`src/rtl/riscv_pkg.sv`:
```
// rtl/riscv_pkg.sv - shared RV32I decode constants, types and helpers
// Contents: opcode values, ALU operation codes, ALU operand-A select codes,
// immediate format tags, the ID/EX control bundle and the funct3/funct7 to
// ALU-operation mapping.
package riscv_pkg;

    localparam logic [6:0] OPC_LOAD   = 7'b0000011;
    localparam logic [6:0] OPC_STORE  = 7'b0100011;
    localparam logic [6:0] OPC_BRANCH = 7'b1100011;
    localparam logic [6:0] OPC_JAL    = 7'b1101111;
    localparam logic [6:0] OPC_JALR   = 7'b1100111;
    localparam logic [6:0] OPC_OP     = 7'b0110011;
    localparam logic [6:0] OPC_OP_IMM = 7'b0010011;
    localparam logic [6:0] OPC_LUI    = 7'b0110111;
    localparam logic [6:0] OPC_AUIPC  = 7'b0010111;

    localparam logic [3:0] ALU_ADD  = 4'd0;
    localparam logic [3:0] ALU_SUB  = 4'd1;
    localparam logic [3:0] ALU_SLL  = 4'd2;
    localparam logic [3:0] ALU_SLT  = 4'd3;
    localparam logic [3:0] ALU_SLTU = 4'd4;
    localparam logic [3:0] ALU_XOR  = 4'd5;
    localparam logic [3:0] ALU_SRL  = 4'd6;
    localparam logic [3:0] ALU_OR   = 4'd7;
    localparam logic [3:0] ALU_AND  = 4'd8;
    localparam logic [3:0] ALU_SRA  = 4'd9;

    localparam logic [1:0] SRC_A_RS1  = 2'd0;
    localparam logic [1:0] SRC_A_PC   = 2'd1;
    localparam logic [1:0] SRC_A_ZERO = 2'd2;

    localparam logic [31:0] NOP = 32'h00000013;

    typedef enum logic [2:0] {
        IMM_NONE = 3'd0,
        IMM_I    = 3'd1,
        IMM_S    = 3'd2,
        IMM_B    = 3'd3,
        IMM_U    = 3'd4,
        IMM_J    = 3'd5
    } imm_type_e;

    typedef struct packed {
        logic [3:0] alu_op;
        logic [1:0] alu_src_a;
        logic       alu_src_b;
        logic       mem_read;
        logic       mem_write;
        logic       reg_write;
        logic       mem_to_reg;
        logic       branch;
        logic       jal;
        logic       jalr;
    } ctrl_t;

    // allow_sub is 0 for OP-IMM: there bit 30 belongs to the immediate,
    // except for SRAI where it selects the arithmetic shift.
    function automatic logic [3:0] alu_from_funct(input logic [2:0] funct3,
                                                   input logic       funct7_b5,
                                                   input logic       allow_sub);
        logic [3:0] op;
        case (funct3)
            3'b000:  op = (allow_sub && funct7_b5) ? ALU_SUB : ALU_ADD;
            3'b001:  op = ALU_SLL;
            3'b010:  op = ALU_SLT;
            3'b011:  op = ALU_SLTU;
            3'b100:  op = ALU_XOR;
            3'b101:  op = funct7_b5 ? ALU_SRA : ALU_SRL;
            3'b110:  op = ALU_OR;
            default: op = ALU_AND;
        endcase
        return op;
    endfunction

endpackage

```
`src/rtl/imm_gen.sv`:
```
// rtl/imm_gen.sv - RV32I immediate extractor
// Ports: inst (32-bit instruction) -> imm (sign-extended immediate, 0 when
// the format has none) and imm_type (format tag).
module imm_gen
    import riscv_pkg::*;
(
    input  logic [31:0] inst,
    output logic [31:0] imm,
    output imm_type_e   imm_type
);

    always_comb begin
        case (inst[6:0])
            OPC_LOAD, OPC_OP_IMM, OPC_JALR: imm_type = IMM_I;
            OPC_STORE:                      imm_type = IMM_S;
            OPC_BRANCH:                     imm_type = IMM_B;
            OPC_LUI, OPC_AUIPC:             imm_type = IMM_U;
            OPC_JAL:                        imm_type = IMM_J;
            default:                        imm_type = IMM_NONE;
        endcase
    end

    always_comb begin
        case (imm_type)
            IMM_I:   imm = {{20{inst[31]}}, inst[31:20]};
            IMM_S:   imm = {{20{inst[31]}}, inst[31:25], inst[11:7]};
            IMM_B:   imm = {{19{inst[31]}}, inst[31], inst[7], inst[30:25], inst[11:8], 1'b0};
            IMM_U:   imm = {inst[31:12], 12'b0};
            IMM_J:   imm = {{11{inst[31]}}, inst[31], inst[19:12], inst[20], inst[30:21], 1'b0};
            default: imm = 32'b0;
        endcase
    end

endmodule

```
`src/rtl/riscv_id.sv`:
```
// rtl/riscv_id.sv - RV32I instruction-decode stage with ID/EX registers
// Ports: fetch inputs (inst_i, pc_i, compressed_i, branch_taken_i), pipeline
// control (stall, flush), register-file read port (rf_rs*_addr/data),
// write-back bypass (wb_reg_write, wb_rd, wb_data), load_use_hazard to fetch,
// and the ID/EX register outputs (*_o) consumed by execute.
module riscv_id
    import riscv_pkg::*;
#(
    parameter int XLEN       = 32,
    parameter int REG_ADDR_W = 5
) (
    input  logic                  clk,
    input  logic                  rst_n,
    input  logic [31:0]           inst_i,
    input  logic [XLEN-1:0]       pc_i,
    input  logic                  compressed_i,
    input  logic                  branch_taken_i,
    input  logic                  stall,
    input  logic                  flush,
    output logic [REG_ADDR_W-1:0] rf_rs1_addr,
    output logic [REG_ADDR_W-1:0] rf_rs2_addr,
    input  logic [XLEN-1:0]       rf_rs1_data,
    input  logic [XLEN-1:0]       rf_rs2_data,
    input  logic                  wb_reg_write,
    input  logic [REG_ADDR_W-1:0] wb_rd,
    input  logic [XLEN-1:0]       wb_data,
    output logic                  load_use_hazard,
    output logic [XLEN-1:0]       pc_o,
    output logic [XLEN-1:0]       rs1_data_o,
    output logic [XLEN-1:0]       rs2_data_o,
    output logic [XLEN-1:0]       imm_o,
    output logic [REG_ADDR_W-1:0] rs1_o,
    output logic [REG_ADDR_W-1:0] rs2_o,
    output logic [REG_ADDR_W-1:0] rd_o,
    output logic [2:0]            funct3_o,
    output logic [3:0]            alu_op_o,
    output logic [1:0]            alu_src_a_o,
    output logic                  alu_src_b_o,
    output logic                  mem_read_o,
    output logic                  mem_write_o,
    output logic                  reg_write_o,
    output logic                  mem_to_reg_o,
    output logic                  branch_o,
    output logic                  jal_o,
    output logic                  jalr_o,
    output logic                  compressed_o,
    output logic                  branch_taken_o,
    output logic                  illegal_o
);

    logic [6:0]            opcode;
    logic [2:0]            funct3;
    logic [REG_ADDR_W-1:0] rs1;
    logic [REG_ADDR_W-1:0] rs2;
    logic [REG_ADDR_W-1:0] rd;
    logic [XLEN-1:0]       imm;
    imm_type_e             imm_type;

    ctrl_t                 ctrl;
    ctrl_t                 ctrl_q;
    logic                  uses_rs1;
    logic                  uses_rs2;
    logic                  writes_rd;
    logic                  illegal;
    logic [REG_ADDR_W-1:0] rd_d;
    logic [XLEN-1:0]       rs1_data;
    logic [XLEN-1:0]       rs2_data;

    assign opcode = inst_i[6:0];
    assign funct3 = inst_i[14:12];
    assign rs1    = inst_i[19:15];
    assign rs2    = inst_i[24:20];
    assign rd     = inst_i[11:7];

    assign rf_rs1_addr = rs1;
    assign rf_rs2_addr = rs2;

    imm_gen u_imm_gen (
        .inst     (inst_i),
        .imm      (imm),
        .imm_type (imm_type)
    );

    always_comb begin
        ctrl      = '0;
        uses_rs1  = 1'b0;
        uses_rs2  = 1'b0;
        writes_rd = 1'b0;
        illegal   = 1'b0;
        if (opcode[1:0] != 2'b11) begin
            illegal = 1'b1;
        end else begin
            case (opcode)
                OPC_LUI: begin
                    ctrl.alu_src_a = SRC_A_ZERO;
                    writes_rd      = 1'b1;
                end
                OPC_AUIPC: begin
                    ctrl.alu_src_a = SRC_A_PC;
                    writes_rd      = 1'b1;
                end
                OPC_JAL: begin
                    ctrl.alu_src_a = SRC_A_PC;
                    ctrl.jal       = 1'b1;
                    writes_rd      = 1'b1;
                end
                OPC_JALR: begin
                    ctrl.jalr = 1'b1;
                    uses_rs1  = 1'b1;
                    writes_rd = 1'b1;
                end
                OPC_BRANCH: begin
                    ctrl.branch = 1'b1;
                    ctrl.alu_op = ALU_SUB;
                    uses_rs1    = 1'b1;
                    uses_rs2    = 1'b1;
                end
                OPC_LOAD: begin
                    ctrl.mem_read   = 1'b1;
                    ctrl.mem_to_reg = 1'b1;
                    uses_rs1        = 1'b1;
                    writes_rd       = 1'b1;
                end
                OPC_STORE: begin
                    ctrl.mem_write = 1'b1;
                    uses_rs1       = 1'b1;
                    uses_rs2       = 1'b1;
                end
                OPC_OP_IMM: begin
                    ctrl.alu_op = alu_from_funct(funct3, inst_i[30], 1'b0);
                    uses_rs1    = 1'b1;
                    writes_rd   = 1'b1;
                end
                OPC_OP: begin
                    ctrl.alu_op = alu_from_funct(funct3, inst_i[30], 1'b1);
                    uses_rs1    = 1'b1;
                    uses_rs2    = 1'b1;
                    writes_rd   = 1'b1;
                end
                default: illegal = 1'b1;
            endcase
        end
        // Every format that carries an immediate except B feeds it to the ALU;
        // branches compare rs1 against rs2.
        ctrl.alu_src_b = (imm_type == IMM_I) || (imm_type == IMM_S) ||
                         (imm_type == IMM_U) || (imm_type == IMM_J);
        ctrl.reg_write = writes_rd && (rd != '0);
        // Non-writing instructions carry rd = 0 so forwarding never matches them.
        rd_d = writes_rd ? rd : '0;
    end

    // Write-back bypass: the register file returns the old value in the same
    // cycle it is written, so the write-back value takes precedence.
    always_comb begin
        if (rs1 == '0)
            rs1_data = '0;
        else if (wb_reg_write && wb_rd == rs1)
            rs1_data = wb_data;
        else
            rs1_data = rf_rs1_data;

        if (rs2 == '0)
            rs2_data = '0;
        else if (wb_reg_write && wb_rd == rs2)
            rs2_data = wb_data;
        else
            rs2_data = rf_rs2_data;
    end

    assign load_use_hazard = !flush && ctrl_q.mem_read && (rd_o != '0) &&
                             ((uses_rs1 && rs1 == rd_o) || (uses_rs2 && rs2 == rd_o));

    always_ff @(posedge clk or negedge rst_n) begin
        if (!rst_n) begin
            pc_o           <= '0;
            rs1_data_o     <= '0;
            rs2_data_o     <= '0;
            imm_o          <= '0;
            rs1_o          <= '0;
            rs2_o          <= '0;
            rd_o           <= '0;
            funct3_o       <= '0;
            ctrl_q         <= '0;
            compressed_o   <= 1'b0;
            branch_taken_o <= 1'b0;
            illegal_o      <= 1'b0;
        end else if (!stall) begin
            pc_o       <= pc_i;
            rs1_data_o <= rs1_data;
            rs2_data_o <= rs2_data;
            imm_o      <= imm;
            rs1_o      <= rs1;
            rs2_o      <= rs2;
            funct3_o   <= funct3;
            if (flush || load_use_hazard) begin
                ctrl_q         <= '0;
                rd_o           <= '0;
                compressed_o   <= 1'b0;
                branch_taken_o <= 1'b0;
                illegal_o      <= 1'b0;
            end else begin
                // An illegal instruction is already a zero-control bubble; only
                // the illegal flag survives.
                ctrl_q         <= ctrl;
                rd_o           <= rd_d;
                compressed_o   <= compressed_i && !illegal;
                branch_taken_o <= branch_taken_i && !illegal;
                illegal_o      <= illegal;
            end
        end
    end

    assign alu_op_o     = ctrl_q.alu_op;
    assign alu_src_a_o  = ctrl_q.alu_src_a;
    assign alu_src_b_o  = ctrl_q.alu_src_b;
    assign mem_read_o   = ctrl_q.mem_read;
    assign mem_write_o  = ctrl_q.mem_write;
    assign reg_write_o  = ctrl_q.reg_write;
    assign mem_to_reg_o = ctrl_q.mem_to_reg;
    assign branch_o     = ctrl_q.branch;
    assign jal_o        = ctrl_q.jal;
    assign jalr_o       = ctrl_q.jalr;

endmodule

```
`config.mk`:
```
export PLATFORM = sky130hd
export DESIGN_NAME = riscv_id
export DESIGN_NICKNAME = d
export VERILOG_FILES = /design/src/rtl/riscv_pkg.sv /design/src/rtl/imm_gen.sv /design/src/rtl/riscv_id.sv
export SDC_FILE = /design/constraint.sdc
export NUM_CORES = 1
export LEC_CHECK = 0
export ABC_AREA = 1
export BUFFER_PORTS_ARGS = -buffer_cell sky130_fd_sc_hd__buf_4
export CAP_MARGIN = 40
export CORE_ASPECT_RATIO = 1.75
export CORE_MARGIN = 8
export CORE_UTILIZATION = 40
export DETAILED_ROUTE_END_ITERATION = 8
export GPL_ROUTABILITY_DRIVEN = 0
export GPL_TIMING_DRIVEN = 0
export PLACE_DENSITY_LB_ADDON = 0.12
export SLEW_MARGIN = 25
export SYNTH_ARGS = -nofsm -noshare
export SYNTH_HDL_FRONTEND = slang
export SYNTH_SLANG_ARGS = --single-unit
```
`constraint.sdc`:
```
create_clock -name clk -period 1.9 [get_ports clk]
set_input_delay 0.285 -clock clk [delete_from_list [all_inputs] [get_ports clk]]
set_output_delay 0.285 -clock clk [all_outputs]
set_load 0.01 [all_outputs]
```
==> flow_summary_export.csv <==
group,metric,value,unit
outcome,status,"finished with violations",
floorplanning,core,19500,µm²
worst_setup_path,critPathKind,"flip-flop to primary output",
timing,fin_ws,-0.162,ns
synthesis,yosysSeqAreaShare,51.6,%
worst_setup_path,arrival,1.78,ns
clock_tree,cts_tree,"yes",
route,wl_met1,10.8,mm
route,maxUsedRoutingLayer,"met4",
cells_and_area,nets,1568,
synthesis,synth-compound-area-share,12.5,%
clock_tree,cts.sinks,162,
power,ir_worst_vdd,505,µV
synthesis,syn_inst,1024,
global_routing,antenna_found_initial,0,
worst_setup_path,crit_path_end_kind,"primary output",
route,ant_nets,0,
cells_and_area,diodes,0,
synthesis,yosys_register_bits,162,
clock_tree,cts_buffer_depth,2,
synthesis,syn_nets,1196,
power,pwr-share-comb,17.6,%
timing,drv_slew,0,
route,viasPerCell,5.02,
route,firstDrtPassIters,5,
floorplanning,fp-row-count,68,
power,power.density,785,nW/µm²
floorplanning,dieArea,24600,µm²
clock_tree,cts_buffers,17,
synthesis,synth_cell_types,29,
placed_design,dp_slack,-0.215,ns
worst_setup_path,crit_fanout,5,
route,first_iter_violations,559,
route,drt-total-wl,30.8,mm
timing,post-route-period-util,109,%
cells_and_area,final_core_util,58.9,%
timing,period_minus_slack,2.06,ns
power,power.net_switching,2.42,mW
placed_design,dpl.hpwl,24.0,mm
timing,tightest_slew,0.704,ns
route,wl_met3,2.49,mm
synthesis,synth-simple-area-share,27.5,%
timing,grt_setup_unrepaired,"true",
cells_and_area,area_growth,46.2,%
cells_and_area,drive_gt1_share,31.5,%
floorplanning,io_pins,346,
synthesis,avgSynthCellArea,7.67,µm²
clock_tree,cts_max_level,4,
global_routing,overflow,0,
clock_tree,clkTransAtPathRegs,0.07,ns
synthesis,synthMuxAreaShare,0,%
worst_setup_path,cp-start-kind,"flip-flop",
power,leakage,6.39,nW
timing,finalSetupViolations,1,
timing,slew_headroom,53.1,%
route,route.detailed.drc,0,
outcome,violations,"negative setup slack",
synthesis,synth-xor-area-share,0.334,%
timing,fin_worst_skew,0.00780,ns
power,seqPwrFrac,42.6,%
power,clkPwrFrac,39.8,%
clock_tree,root_buffer,"clkbuf_16",
synthesis,yosys_warnings,0,
floorplanning,die_h,201,µm
global_routing,grt_pass1_wl,47.4,mm
route,wl_per_cell,18.6,µm
global_routing,grt_usage,25.1,%
worst_setup_path,crit_required,1.62,ns
timing,finalSetupTns,-0.162,ns
clock_tree,clock_latency,0.43,ns
placed_design,placed_cell_area,10800,µm²
timing,fmax,485,MHz
hold_path,hold_class,"input pin to flip-flop",
placed_design,port_buffers,345,
power,p_sw_share,26.9,%
synthesis,synth_top_family_by_area,"simple AND/OR/NAND/NOR gates",
floorplanning,die_w,122,µm
synthesis,syn_area,7860,µm²
route,vias,8291,
global_routing,grt_max_degree,69,
global_routing,grt_pass1_vias,8666,
job,drv_cap,0,
route,route.met2.wl,16.3,mm
power,internal_power,6.60,mW
timing,hold_viol_final,0,
floorplanning,initial_core_util,40.3,%
synthesis,synthAdderAreaFrac,0,%
cells_and_area,finalInstanceArea,11500,µm²
## logic make-up (layout without fill, tap and decap cells)
logic type / count (synthesis) / after routing
AO/OA/AOI/OAI: 189 / 189
XOR/XNOR: 3 / 3
buffers and inverters: 148 / 532
flip-flops: 162 / 162
AND/OR/NAND/NOR: 522 / 522
## critical path: stages, from the launching register on
cell,delay [ns]
dfrtp_2,0.45
xor2_1,0.17
nor2_1,0.15
inv_1,0.07
nor2_2,0.11
nand2_1,0.05
nand2_1,0.07
nand2_2,0.09
inv_2,0.07
buf_6,0.10
## sequential cells by signal, indices dropped and copies added (netlist names), 2 cells and up
register	flops
imm_o	32
pc_o	32
rs1_data_o	32
rs2_data_o	32
rd_o	5
rs1_o	5
rs2_o	5
alu_op_o	4
funct3_o	3
alu_src_a_o	2
## cell usage in the layout (no fill, tap or decap), types with 2 or more instances in the layout
cell type / synthesis / routed
o21ai_2: 5 / 5
nand3_4: 2 / 2
nand2_2: 8 / 9
buf_4: 11 / 360
clkinv_2: 0 / 4
clkinvlp_4: 0 / 3
xor2_1: 3 / 3
nand3_2: 4 / 4
inv_2: 3 / 5
clkbuf_16: 0 / 17
dfrtp_2: 0 / 5
nor3_1: 4 / 4
nand2_1: 390 / 389
o21ai_0: 113 / 112
clkbuf_8: 0 / 3
buf_1: 3 / 3
nand4_1: 22 / 22
buf_2: 8 / 8
bufinv_16: 0 / 3
o21ai_1: 15 / 16
nand3_1: 26 / 26
inv_1: 82 / 80
o211ai_1: 3 / 3
nor2_2: 2 / 4
dfrtp_1: 162 / 157
buf_6: 3 / 3
buf_16: 0 / 2
o22ai_1: 7 / 7
nor2_1: 59 / 57
nor2_4: 3 / 3
a21oi_1: 44 / 43
clkbuf_1: 38 / 39
## power by group through the flow
stage / clock, mW / sequential [mW] / combinational (mW)
2_1_floorplan: 0 / 4.00 / 0.462
3_3_place_gp: 0 / 3.89 / 1.57
3_5_place_dp: 0 / 3.89 / 1.60
4_1_cts: 3.66 / 3.84 / 1.61
5_1_grt: 3.76 / 3.87 / 1.75
6_report: 3.59 / 3.84 / 1.59
## final cells by class
class | count | area [µm²]
Tap cell | 245 | 307
Clock buffer | 21 | 470
Inverter | 85 | 319
Fill cell | 1869 | 8000
Timing Repair Buffer | 354 | 2710
Clock inverter | 10 | 133
Buffer | 62 | 299
Sequential cell | 162 | 4060
Multi-Input combinational cell | 714 | 3180
## synth_stat cells
master      n  share of area, %
nand2_1   390                19
dfrtp_1   162                52
o21ai_0   113               7.2
inv_1      82               3.9
nor2_1     59               2.8
a21oi_1    44               2.8
clkbuf_1   38               1.8
nand3_1    26               1.7
nand4_1    22               1.8
o21ai_1    15              0.96
buf_4      11               1.1
buf_2       8              0.51
nand2_2     8              0.64
o22ai_1     7              0.56
o21ai_2     5              0.56
nand3_2     4              0.51
nor3_1      4              0.25
buf_1       3              0.14
buf_6       3              0.43
inv_2       3              0.14
nor2_4      3              0.43
o211ai_1    3              0.29
xor2_1      3              0.33
nand3_4     2              0.45
nor2_2      2              0.16
a22oi_1     1             0.096
nor3_2      1              0.13
nor4_1      1             0.080
o31ai_1     1             0.096
## through the flow
step           power, mW  cells  hold slack [ns]
4_1_cts             9.11   1653           0.0279
3_3_place_gp        5.45   1614            0.464
5_1_grt             9.38   1653           0.0328
6_report            9.02   1653           0.0438
2_1_floorplan       4.46   1024          -0.0106
3_5_place_dp        5.50   1616            0.207
## timing repair
item / in CTS / in global routing
endpoints found under the hold margin: 41 / 0
gates resized for setup: 10 / 3
pin swaps: 5 / 10
setup buffers: 5 / 1
setup endpoints to repair: 1 / 1
hold buffers: 1 / 0
## path summary, 6_finish.rpt
| check | start | to | cells after the start | slack (ns) |
|---|---|---|---|---|
| min in group asynchronous | rst_n | rs2_data_o[8]$_DFFE_PN0N_ | 2 | 0.36 |
| worst min register to register | mem_write_o$_DFFE_PN0N_ | mem_write_o$_DFFE_PN0N_ | 2 | 0.48 |
| worst max-delay path | rd_o[2]$_DFFE_PN0N_ | load_use_hazard | 9 | -0.16 |
| max in group asynchronous | rst_n | pc_o[9]$_DFFE_PN0N_ | 3 | 0.84 |
| worst min-delay path | pc_i[25] | pc_o[25]$_DFFE_PN0N_ | 3 | 0.04 |
| worst max register to register | rd_o[2]$_DFFE_PN0N_ | mem_write_o$_DFFE_PN0N_ | 11 | 0.18 |
## per-layer routing
| layer | track usage, % | vias up |
|---|---|---|
| met5 | 0 | - |
| met4 | 12.3 | 0 |
| met3 | 7.80 | 65 |
| met2 | 44.6 | 334 |
| met1 | 25.5 | 3897 |
| li1 | - | 3995 |
Note: power is estimated with default switching activity, not from simulation.
